File: config.mk
export PLATFORM = sky130hd
export DESIGN_NAME = seq_restoring_divider
export DESIGN_NICKNAME = d
export VERILOG_FILES = /design/src/rtl/seq_restoring_divider.sv
export SDC_FILE = /design/constraint.sdc
export NUM_CORES = 1
export LEC_CHECK = 0
export CAP_MARGIN = 30
export CORE_MARGIN = 2
export CORE_UTILIZATION = 47
export CTS_CLUSTER_SIZE = 40
export DETAILED_ROUTE_END_ITERATION = 6
export PLACE_DENSITY = 0.78
export SLEW_MARGIN = 25
export SYNTH_ARGS = -nofsm -noshare
export SYNTH_HDL_FRONTEND = slang
export SYNTH_SLANG_ARGS = --single-unit
File: constraint.sdc
create_clock -name clk -period 1.95 [get_ports clk]
set_input_delay 0.2925 -clock clk [delete_from_list [all_inputs] [get_ports clk]]
set_output_delay 0.2925 -clock clk [all_outputs]
set_load 0.01 [all_outputs]
File: src/rtl/seq_restoring_divider.sv


// Restoring divider. State flow: IDLE -> CALC (WIDTH iterations) -> DONE -> IDLE.
// A zero divisor skips CALC and reports div_by_zero with quotient all ones
// and remainder equal to the dividend.
module seq_restoring_divider #(
  parameter int WIDTH = 4
) (
  input  logic             clk,
  input  logic             rst_n,
  input  logic             start,
  input  logic [WIDTH-1:0] dividend,
  input  logic [WIDTH-1:0] divisor,
  output logic             busy,
  output logic             done,
  output logic [WIDTH-1:0] quotient,
  output logic [WIDTH-1:0] remainder,
  output logic             div_by_zero
);

  localparam int CW = $clog2(WIDTH);

  typedef enum logic [1:0] {
    S_IDLE = 2'd0,
    S_CALC = 2'd1,
    S_DONE = 2'd2
  } state_t;

  state_t           state_q, state_d;
  logic [WIDTH-1:0] rem_q, rem_d;     // partial remainder R
  logic [WIDTH-1:0] work_q, work_d;   // shifting dividend / growing quotient Q
  logic [WIDTH-1:0] dvs_q, dvs_d;     // latched divisor
  logic [CW-1:0]    cnt_q, cnt_d;     // iterations left after the current one
  logic [WIDTH-1:0] quo_q, quo_d;
  logic [WIDTH-1:0] rmd_q, rmd_d;
  logic             dbz_q, dbz_d;
  logic             done_q, done_d;
  logic             busy_q, busy_d;

  // One iteration's datapath
  logic [WIDTH:0]   r_shift;
  logic [WIDTH:0]   trial;
  logic             fits;
  logic [WIDTH-1:0] rem_iter;
  logic [WIDTH-1:0] work_iter;

  // One restoring step: shift {R,Q} left, trial-subtract the divisor at
  // WIDTH+1 bits, keep the difference only when it is non-negative. R stays
  // below the divisor, so the shifted value always fits WIDTH+1 bits.
  always_comb begin
    r_shift   = {rem_q, work_q[WIDTH-1]};
    trial     = r_shift - {1'b0, dvs_q};
    fits      = ~trial[WIDTH];
    rem_iter  = fits ? trial[WIDTH-1:0] : r_shift[WIDTH-1:0];
    work_iter = {work_q[WIDTH-2:0], fits};
  end

  // Next-state, datapath and registered-output logic
  always_comb begin
    state_d = state_q;
    rem_d   = rem_q;
    work_d  = work_q;
    dvs_d   = dvs_q;
    cnt_d   = cnt_q;
    quo_d   = quo_q;
    rmd_d   = rmd_q;
    dbz_d   = dbz_q;

    case (state_q)
      S_IDLE: begin
        if (start) begin
          if (divisor != '0) begin
            dvs_d   = divisor;
            rem_d   = '0;
            work_d  = dividend;
            cnt_d   = CW'(WIDTH - 1);
            dbz_d   = 1'b0;
            state_d = S_CALC;
          end else begin
            quo_d   = '1;
            rmd_d   = dividend;
            dbz_d   = 1'b1;
            state_d = S_DONE;
          end
        end
      end
      S_CALC: begin
        rem_d  = rem_iter;
        work_d = work_iter;
        if (cnt_q == '0) begin
          quo_d   = work_iter;
          rmd_d   = rem_iter;
          state_d = S_DONE;
        end else begin
          cnt_d = cnt_q - CW'(1);
        end
      end
      S_DONE: begin
        state_d = S_IDLE;
      end
      default: begin
        state_d = S_IDLE;
      end
    endcase

    // Status flags are registered copies of the state being entered
    busy_d = (state_d != S_IDLE);
    done_d = (state_d == S_DONE);
  end

  // State and datapath registers; reset aborts any division in flight
  always_ff @(posedge clk or negedge rst_n) begin
    if (!rst_n) begin
      state_q <= S_IDLE;
      rem_q   <= '0;
      work_q  <= '0;
      dvs_q   <= '0;
      cnt_q   <= '0;
      quo_q   <= '0;
      rmd_q   <= '0;
      dbz_q   <= 1'b0;
      done_q  <= 1'b0;
      busy_q  <= 1'b0;
    end else begin
      state_q <= state_d;
      rem_q   <= rem_d;
      work_q  <= work_d;
      dvs_q   <= dvs_d;
      cnt_q   <= cnt_d;
      quo_q   <= quo_d;
      rmd_q   <= rmd_d;
      dbz_q   <= dbz_d;
      done_q  <= done_d;
      busy_q  <= busy_d;
    end
  end

  assign busy        = busy_q;
  assign done        = done_q;
  assign quotient    = quo_q;
  assign remainder   = rmd_q;
  assign div_by_zero = dbz_q;

endmodule

# Word-level counts from Yosys, hierarchy flattened
# Index checks and enable logic that the tools add are counted.
[classes]
add_sub_neg = 2
mul = 0
div_mod_pow = 0
n_lt_le_gt_ge = 0
n_eq_ne = 7
shift = 0
mux = 24
bitwise_logic = 1
reduce_logical = 10
[op_table]
columns = ["op", "count"]
rows = [
  ["two-way mux 4 bit", 11],
  ["one-hot mux 4 bit (2 select lines)", 4],
  ["two-way mux 2 bit", 6],
  ["inequality test 2 bit (second input constant)", 5],
  ["one-hot mux 2 bit (2 select lines)", 2],
  ["AND reduction 4 bit", 2],
  ["AND reduction 3 bit", 2],
  ["subtractor 5 x 4 -> 5 bit", 1],
  ["logical NOT 2 bit", 2],
  ["nonzero test 2 bit", 2],
  ["nonzero test 4 bit", 1],
  ["== test 2 x 1 -> 1 bit (second input constant)", 1],
  ["== test 2 bit (second input constant)", 1],
  ["AND reduction 2 bit", 1],
  ["subtractor 2 x 1 -> 2 bit (second input constant)", 1],
  ["two-way mux 1 bit", 1],
  ["inverter 1 bit", 1],
]
[totals]
reg_bits = 27
latchBits = 0
mem_bits_rw = 0
romBits = 0
output_inout_bits = 11
elab_cells = 54
memories = 0

# Logic depth before layout (Yosys ltp)
# Gate-level depths: netlist (run 1).
[depth]
word_depth = 5
depth_mapped = 8
depth_no_buf = 8

# Worst setup path after synthesis (run 1)
# Ideal clock, no wire load.
[synth_path]
path_kind = "register -> register"
startpoint = "register work_q[3]"
endpoint = "register rem_q[3]"
t_arrival_ps = 1859
required_time_ps = 1807
slack_ps = -52
path_stages_with_launch = 9
path_buffers = 0
synth_period_minus_slack_ps = 2002
cell_sequence = "dfrtp_1 inv_1 ha_1 fa_1 nand2b_1 a21o_1 xnor2_1 nand2b_1 o221ai_1"
[synth_via]
elab_chain_len = 3
[synth_rtl]
columns = ["item", "line", "source"]
rows = [
  ["from (decl)", "31", "logic [WIDTH-1:0] work_q, work_d;"],
  ["from (signal assigned)", "127", "work_q <= work_d;"],
  ["subtractor 5 x 4 -> 5 bit", "52", "trial = r_shift - {1'b0, dvs_q};"],
  ["two-way mux 4 bit", "54", "rem_iter = fits ? trial[WIDTH-1:0] : r_shift[WIDTH-1:0];"],
  ["one-hot mux 4 bit (2 select lines)", "69", "case (state_q)"],
  ["to (signal assigned)", "126", "rem_q <= rem_d;"],
  ["to (decl)", "30", "logic [WIDTH-1:0] rem_q, rem_d;"],
]
# Every way passes these cells.
# A chain may end at the register's enable or synchronous reset.

# Worst setup path after layout (run 1)
[layout_path]
startpoint = "register work_q[3]"
endpoint = "register work_q[0]"
[layout_via]
elab_chain_len = 3
[layout_rtl]
columns = ["item", "line", "source"]
rows = [
  ["subtractor 5 x 4 -> 5 bit", "52", ""],
  ["inverter 1 bit", "53", "fits = ~trial[WIDTH];"],
  ["one-hot mux 4 bit (2 select lines)", "69", ""],
]
# Every way passes these cells.

==> results of run 1 <==
## state kept, by name, indices dropped and copies added (netlist names), 2 cells and up
signal and flops:
cnt_q 2, dvs_q 4, quotient 4, rem_q 4
remainder 4, state_q 2, work_q 4
## kinds of logic after synthesis
kind of cell             after synthesis
flip-flops                            27
adder cells (fa/ha/maj)                6
AND/OR/NAND/NOR                       61
multiplexers                           4
XOR/XNOR                               3
buffers and inverters                 14
AO/OA/AOI/OAI                         32
## power by group through the flow
stage | clock network [W] | logic [W] | registers [W]
2_1_floorplan | 0 | 0.00120 | 0.000997
3_3_place_gp | 0 | 0.00188 | 0.000989
3_5_place_dp | 0 | 0.00198 | 0.00101
4_1_cts | 0.000258 | 0.00214 | 0.00101
5_1_grt | 0.000275 | 0.00252 | 0.00105
6_report | 0.000249 | 0.00229 | 0.00101
## stage by stage
step	cell area, um^2	utilization	power, W	hold slack [ns]
after floorplan	1399	-	0.002194	-0.003091
after CTS	1843	0.6626	0.003409	0.3118
final	1872	0.6730	0.003550	0.3113
after global routing	1872	0.6730	0.003837	0.3227
after global placement	1763	0.6338	0.002872	0.4526
after detailed placement	1763	0.6338	0.002988	0.4778
## path summary, 6_finish.rpt
check	endpoint	start
worst max-delay path	work_q[0]	work_q[3]
worst min-delay path	quotient[1]	rst_n
worst max register to register	work_q[0]	work_q[3]
worst min register to register	cnt_q[0]	cnt_q[0]
max in group asynchronous	dvs_q[2]	rst_n
min in group clk	cnt_q[0]	cnt_q[0]
## layout by cell type (no fill, tap or decap), types with 4 or more instances in the layout
| cell | instances |
|---|---|
| sky130_fd_sc_hd__nand3_1 | 6 |
| sky130_fd_sc_hd__nor2_1 | 23 |
| sky130_fd_sc_hd__a21oi_2 | 4 |
| sky130_fd_sc_hd__buf_4 | 20 |
| sky130_fd_sc_hd__mux2_2 | 4 |
| sky130_fd_sc_hd__o21ai_0 | 6 |
| sky130_fd_sc_hd__dfrtp_1 | 27 |
| sky130_fd_sc_hd__a31oi_1 | 7 |
| sky130_fd_sc_hd__inv_1 | 8 |
| sky130_fd_sc_hd__nand2_1 | 14 |
| sky130_fd_sc_hd__ha_1 | 4 |
| sky130_fd_sc_hd__clkdlybuf4s50_1 | 21 |
| sky130_fd_sc_hd__nor4_1 | 4 |
| sky130_fd_sc_hd__a21oi_1 | 8 |
## layout make-up
| type | instances | area (um^2) |
|---|---|---|
| fill | 236 | 909.6 |
| multi-input combinational | 106 | 715.7 |
| sequential | 27 | 675.6 |
| timing repair buffer | 42 | 380.4 |
| tap | 31 | 38.79 |
| inverter | 9 | 33.78 |
| clock buffer | 3 | 22.52 |
| clock inverter | 1 | 5.005 |
## routing by layer
layer | global-route usage | wire length, um | part of all wire | vias up
met5 | 0 | 0 | 0 | -
met4 | 0.05316 | 23 | 0.0072 | 0
met3 | 0.03516 | 138 | 0.043 | 3
met2 | 0.3772 | 1674 | 0.52 | 37
met1 | 0.2529 | 1360 | 0.43 | 580
li1 | - | - | - | 593
## repair_timing
item / 4_1_cts / 5_1_grt
gates resized for setup: 8 / 5
pin swaps: 5 / 6
endpoints found under the setup margin: 9 / 9
buffers inserted: 2 / 1
gates cloned: 0 / 0
## worst register-to-register path, delay by kind of cell, from the launching register on
kind / cells / cell delay (ns)
and+or+nand+nor: 2 / 0.19
buffers and inverters: 2 / 0.23
xor gates and xnor gates: 1 / 0.26
DFF: 1 / 0.42
adders and majority gates: 2 / 0.50
AOI/OAI and AO/OA: 2 / 0.36
==> out/results.txt, run 1 <==
The run finished, with violations left. The final reports fail on negative setup slack. Setup repair after global routing could not meet its margin everywhere.

The proportion of netlist area held by the largest area contributor was 0.4856; the core area was 0.002781 mm^2. The worst setup margin was -0.08421 ns; the number of storage elements in the synthesis netlist was 27. Internal power of the cells: 0.002030 W.

By area, the combinational part of the netlist is dominated by simple AND/OR/NAND/NOR gates. The leading cell type by number of instances after synthesis is sky130_fd_sc_hd__dfrtp_1. The tools report the number of global-route vias before repair as 1247. CTS placed an instance of sky130_fd_sc_hd__clkbuf_4 at the clock tree root.

The post-detailed-route DRC marker count was 0; the post-synthesis net count was 164. The total negative setup slack was -0.4280 ns. The run gives 2.30 ns as the critical path data arrival time. The worst setup path is launched from a register. The die extent in x was 58.41 um. Including well taps, the total number of placed cells is 212. The initial antenna violation count came out at 0. The routed length per placed instance came out at 14.59 um. The critical path is of the register to register type.

The clock drives 27 sinks. The tools report the sequential fraction of design power as 0.286. The xor/xnor share of the synthesized area is 0.01888, and the buffer and inverter count on the worst path is 2. The gate family responsible for the most delay along the worst path was adder cells.

The count of H-tree levels built during CTS is 1, and the hold-fix buffer count after cts is 0. The power share of the clock group was 0.070. By area the synthesized netlist is led by sky130_fd_sc_hd__dfrtp_1 49%, sky130_fd_sc_hd__nor2_1 6.5%, sky130_fd_sc_hd__ha_1 4.5%. The basic-gate share of the synthesized area counting and, or, nand and nor cells is 0.2086, and the total I/O pin count is 22.

The number of vias per cell after detailed routing is 5.539, and the fraction of final layout cells sized beyond drive strength 1 is 0.2553. The final number of hold-violating endpoints is 0. Register clock-pin slew on the reported worst setup and hold paths: 0.15 ns. STA puts the critical path data required time at 2.22 ns. The first global-routing pass estimated 5416 um of wire. The critical path depth works out to 9. Pin count of the biggest net entering global routing: 28.

STA classifies the critical path endpoint as a register. The detail route stage leaves a number of antenna-violating nets equal to 0. For the sequential-to-total area share from yosys stat, the log shows 0.4856.

Summed over all instances, the cell type with the most area after synthesis is sky130_fd_sc_hd__dfrtp_1. The tools report the count of TritonRoute iterations in the first routing pass as 4. The tools report the total vias in the final route as 1213. Summed over all nets, the switching power comes to 0.001519 W. At the later pin of the worst-skew pair, clock insertion delay measures 0.33 ns. The run gives 2395 um as the detailed placement HPWL. The number of warnings issued by yosys is 0. The count of mapped cells out of synthesis came out at 147.

The signal on the critical path passes through inv_2 > ha_4 > fa_2 > nand2b_4 > a21o_1 > xnor2_2 > buf_4 > nand2_1 > a31oi_1. For the count of cell types in the netlist, the log shows 32. The die covers 0.003412 mm^2. The average cell area after synthesis is 9.465 um^2, and the post-synthesis async set-or-reset flop share is 1.000.

Buffers placed on the I/O ports in this run total 21. Setup slack on the worst reg-to-reg path comes out at -0.08 ns. For this design the ratio of total power to cell area is 1896 mW/mm^2. The vertical die dimension works out to 58.41 um. The tools report the total wire length after detailed routing as 3196 um. Setup violations remaining at the end of the flow were counted as 8. Compared with the post-synthesis result, the final layout area differs by 34.53%.

By count the netlist is led by 27 x sky130_fd_sc_hd__dfrtp_1, 24 x sky130_fd_sc_hd__nor2_1, 14 x sky130_fd_sc_hd__nand2_1, 10 x sky130_fd_sc_hd__a21oi_1, 9 x sky130_fd_sc_hd__inv_1. The violation count after the first detailed-route iteration came out at 41. The largest individual stage delay along the critical path comes from the cell sky130_fd_sc_hd__dfrtp_1.

Among all flip-flop cells after synthesis, the most frequent one is sky130_fd_sc_hd__dfrtp_1. Row count: 19. At the end of routability-driven placement, the weighted congestion stood at 0.9206.

The synthesized-area fraction occupied by adder cells was 0.05935. The mux contribution to synthesized area was 0.03237. The relative slew slack is 0.6892. The transition time at the pin with the least slew margin is 0.4653 ns, and the worst clock skew is 0.005963 ns. The worst-case IR drop observed on VDD is 1187 uV. The count of cells along the worst register-to-register path is 9, and the minimum period implied by the final worst setup slack is 2.034 ns.

The fraction of power consumed by combinational cells was 0.644. The maximum number of buffers from clock root to sink was 2; the largest driver fanout on the critical path was 5. The switching share of total power is 0.4280, and the effective utilization at floorplan is 0.5002.

TritonCTS built the clock tree. The area fraction in compound gates after synthesis is 0.1475. Based on the critical path, the design can be clocked at up to 491.6 MHz. The tools report the total global routing track utilization as 0.2072.

The finished layout holds 219 standard cells, fillers aside. Yosys mapped a number of flops with a built-in enable equal to 0. The path class of the tightest hold or removal check is primary input to asynchronous set/reset pin. In this design, the stage delay of the slowest critical-path cell is 0.42 ns.

The fraction of the cycle the final worst path needs is 1.043, and the number of CTS-inserted buffers is 3. At the placement stage, the worst setup path has a slack of -0.1356 ns. The final layout contains 206 nets. The number of pins with negative max-slew slack in the final report was 0.

Total grt overflow: 0. The tools report the count of antenna diodes in the layout as 0. In this run the cell area of the synthesized design comes to 0.001391 mm^2. Number of maximum-capacitance constraint violations: 0.

The analysis attributes to cell leakage a power of 0.8218 nW.
Power figures use the tool's default switching activity.
==> run 2: changes to the inputs <==
- PLACE_DENSITY: 0.78 -> 0.82
==> run 2 against run 1 <==
  * The flow still finishes with violations (negative setup slack)
  * Critical endpoint is now remainder[1]
  * Via count is 2.1% higher
  * Die area stayed put
  * Hold slack worse by 0.021 ns
  * Largest power group unchanged
  * Critical path type unchanged
==> out/results.txt, run 2 (synthesis gave the netlist of run 1 again) <==
The worst IR drop on VDD was 1180 uV (-0.53%). The pin count of the biggest net entering global routing was 28 (unchanged); the buffer and inverter count on the worst path was 1 (-1). Routing layer with the top usage in global route: met2. The count of antenna diodes in the layout came out at 0 (unchanged). The tools report the origin of the critical flop-to-flop path as dvs_q[0]. The worst hold-check path type was primary input to asynchronous set/reset pin. TritonCTS built the clock tree. Core area: 0.002781 mm^2 (unchanged). The run gives 0.267 (-0.019) as the sequential fraction of design power. The total global routing track utilization is 0.2129 (+0.005682).

The run gives -0.2165 ns (-0.08084 ns) as the pre-CTS setup slack. The logs give 3 (unchanged) for the number of CTS-inserted buffers and 0.5002 (unchanged) for the effective utilization at floorplan. The final reports fail on negative setup slack. The number of vias per cell after detailed routing was 5.627 (+1.6%); the global-route wire length before repair was 5540 um (+2.3%). The tools report the number of global-route vias before repair as 1290 (+3.4%). The detailed placement HPWL was 2298 um (-4.1%); the row count was 19 (unchanged). The register clock-pin slew on the reported worst setup and hold paths is 0.16 ns (about the same), and the floorplan die area is 0.003412 mm^2 (unchanged). The tools report the launching element type of the critical path as a register. The count of final setup violators was 8 (unchanged); the total grt overflow was 0 (unchanged).

The slowest stage of the critical path belongs to the cell sky130_fd_sc_hd__dfrtp_1. Minimum period implied by the final worst setup slack: 2.047 ns (+0.01291 ns). The insertion delay to the later sink of the worst-skew pair is 0.36 ns (+0.03 ns), and the die extent in x is 58.41 um (unchanged). The critical path is of the register to register type. The logs give 0.003780 W (+6.5%) for the total power and 0 (unchanged) for the number of antenna-violating nets in the routed design.

The internal power of the cells is 0.002136 W (+5.2%), and the relative slew slack is 0.6765 (-0.01268). Setup repair after global routing could not meet its margin everywhere. The tools report the timing-limited maximum frequency as 488.5 MHz (-0.63%). The fraction of final layout cells sized beyond drive strength 1 is 0.2963 (+0.04098).

Power density of the placed cells: 1954 mW/mm^2 (+3.0%). For the initial antenna violation count, the log shows 0 (unchanged). The met3 usage in global routing was 0.02637 (-0.008791). Post-detailed-route DRC marker count: 0 (unchanged). The number of nets in the layout came out at 207 (+0.49%). The hold-fix buffer count after cts is 0 (unchanged), and the transition time at the pin with the least slew margin is 0.4853 ns (+0.01997 ns). Walking the worst path, the cells encountered are ha_4 > fa_2 > nand2b_4 > a21oi_4 > buf_6 > nor4_2 > nor3_2 > a31oi_1. The type of element capturing the critical path was a register. The endpoint identified for the worst register-to-register timing path is remainder[1]. The fraction of power consumed by combinational cells was 0.661 (+0.017); the violation count after the first detailed-route iteration was 20 (-51%).

The count of cells along the worst register-to-register path is 8 (-1). The largest driver fanout on the critical path came out at 5 (unchanged). Total vias in the final route: 1238 (+2.1%). The number of buffer cells added on primary ports is 21 (unchanged). The power share of the clock group came out at 0.072 (+0.002).

The cell family contributing the most delay on the critical path is adder cells. The logs give 0.8540 (-7.2%) for the final weighted congestion of routability-driven global placement and 0.001644 W (+8.2%) for the power spent charging and discharging nets. The total I/O pin count was 22 (unchanged). The final number of hold-violating endpoints came out at 0 (unchanged).

Cell chosen for the clock root: sky130_fd_sc_hd__clkbuf_4. The routed length per placed instance is 15.65 um (+7.3%). In the layout the commonest cells are 27 x sky130_fd_sc_hd__dfrtp_1, 23 x sky130_fd_sc_hd__nor2_1, 21 x sky130_fd_sc_hd__clkdlybuf4s50_1, 20 x sky130_fd_sc_hd__buf_4, 14 x sky130_fd_sc_hd__nand2_1.

The fraction of the cycle the final worst path needs came out at 1.050 (+0.006619). The maximum single-stage delay on the critical path is 0.45 ns (+0.03 ns), and the met1 track utilization from global routing is 0.2500 (-0.002874). The vertical die dimension is 58.41 um (unchanged). Most common library cell in the layout ignoring fill and taps: sky130_fd_sc_hd__dfrtp_1. The leakage dissipation is 0.8297 nW (+0.96%), and the critical path data arrival time is 2.30 ns (about the same).

For the worst setup margin, the log shows -0.09712 ns (-0.01291 ns). The run finished, with violations left. The worst reg-to-reg setup slack is -0.1 ns (about the same). For the endpoint required time on the critical path, the log shows 2.20 ns (-0.02 ns).

The met2 global-route usage was 0.3804 (+0.003210). For the count of H-tree levels built during CTS, the log shows 1 (unchanged). The run gives 3444 um (+7.8%) as the total wire length after detailed routing. The logs give 220 (-6.8%) for the filler cell count and 2 (unchanged) for the maximum number of buffers from clock root to sink. The switching share of total power was 0.4349 (+0.006955); the number of maximum-capacitance constraint violations was 0 (unchanged).

The synthesis-to-layout area growth was 39.03%; the worst clock skew was 0.01142 ns (+0.005458 ns). The logs give 0 (unchanged) for the number of pins with negative max-slew slack in the final report and 27 (unchanged) for the count of clock tree sinks. The count of TritonRoute iterations in the first routing pass is 4 (unchanged).
-- run 2: repair_timing --
action,CTS,global route
gates resized for setup,12,12
setup buffers,3,3
pin swaps,3,10
endpoints found under the setup margin,8,9
-- run 2: worst max path at each step --
| stage | start | endpoint | slack (ns) | cells past startpoint |
|---|---|---|---|---|
| after global placement | divisor[1] | work_q[3] | -0.06 | 6 |
| after CTS | dvs_q[0] | rem_q[0] | 0.004 | 8 |
| after global routing | work_q[3] | remainder[1] | -0.19 | 9 |
| after detailed placement | work_q[3] | remainder[1] | -0.22 | 10 |
| after floorplan | work_q[3] | remainder[3] | 0.003 | 8 |
| final | dvs_q[0] | remainder[1] | -0.1 | 8 |
-- run 2: power by group through the flow --
| stage | registers [W] | logic, W | clock network, W |
|---|---|---|---|
| final | 0.00101 | 0.00250 | 0.000271 |
| after global routing | 0.00104 | 0.00272 | 0.000293 |
| after CTS | 0.00100 | 0.00217 | 0.000272 |
| after detailed placement | 0.00100 | 0.00194 | 0 |
| after global placement | 0.000987 | 0.00185 | 0 |
| after floorplan | 0.000997 | 0.00120 | 0 |
-- run 2: cell type report --
type	count	area, um^2	share of cell area
Clock inverter	1	7.507	0.003881
Clock buffer	3	22.52	0.01164
Sequential cell	27	675.6	0.3493
Tap cell	31	38.79	0.02005
Multi-Input combinational cell	106	773.2	0.3997
Inverter	9	33.78	0.01746
Timing Repair Buffer	43	382.9	0.1979
-- run 2: stage by stage --
step / util / setup TNS (ns) / instance area, um^2 / hold slack [ns] / instances
final: 0.6955 / -0.3903 / 1934 / 0.2904 / 220
after global routing: 0.6955 / -1.143 / 1934 / 0.3145 / 220
after CTS: 0.6667 / 0 / 1854 / 0.3056 / 217
after detailed placement: 0.6266 / -1.409 / 1743 / 0.4742 / 211
after global placement: 0.6266 / -0.3596 / 1743 / 0.4511 / 211
after floorplan: - / 0 / 1399 / -0.003091 / 147
-- run 2: metal layers --
| layer | vias up | routed length [um] |
|---|---|---|
| met2 | 42 | 1710 |
| met5 | - | 0 |
| li1 | 596 | - |
| met3 | 7 | 152 |
| met1 | 593 | 1493 |
| met4 | 0 | 88 |
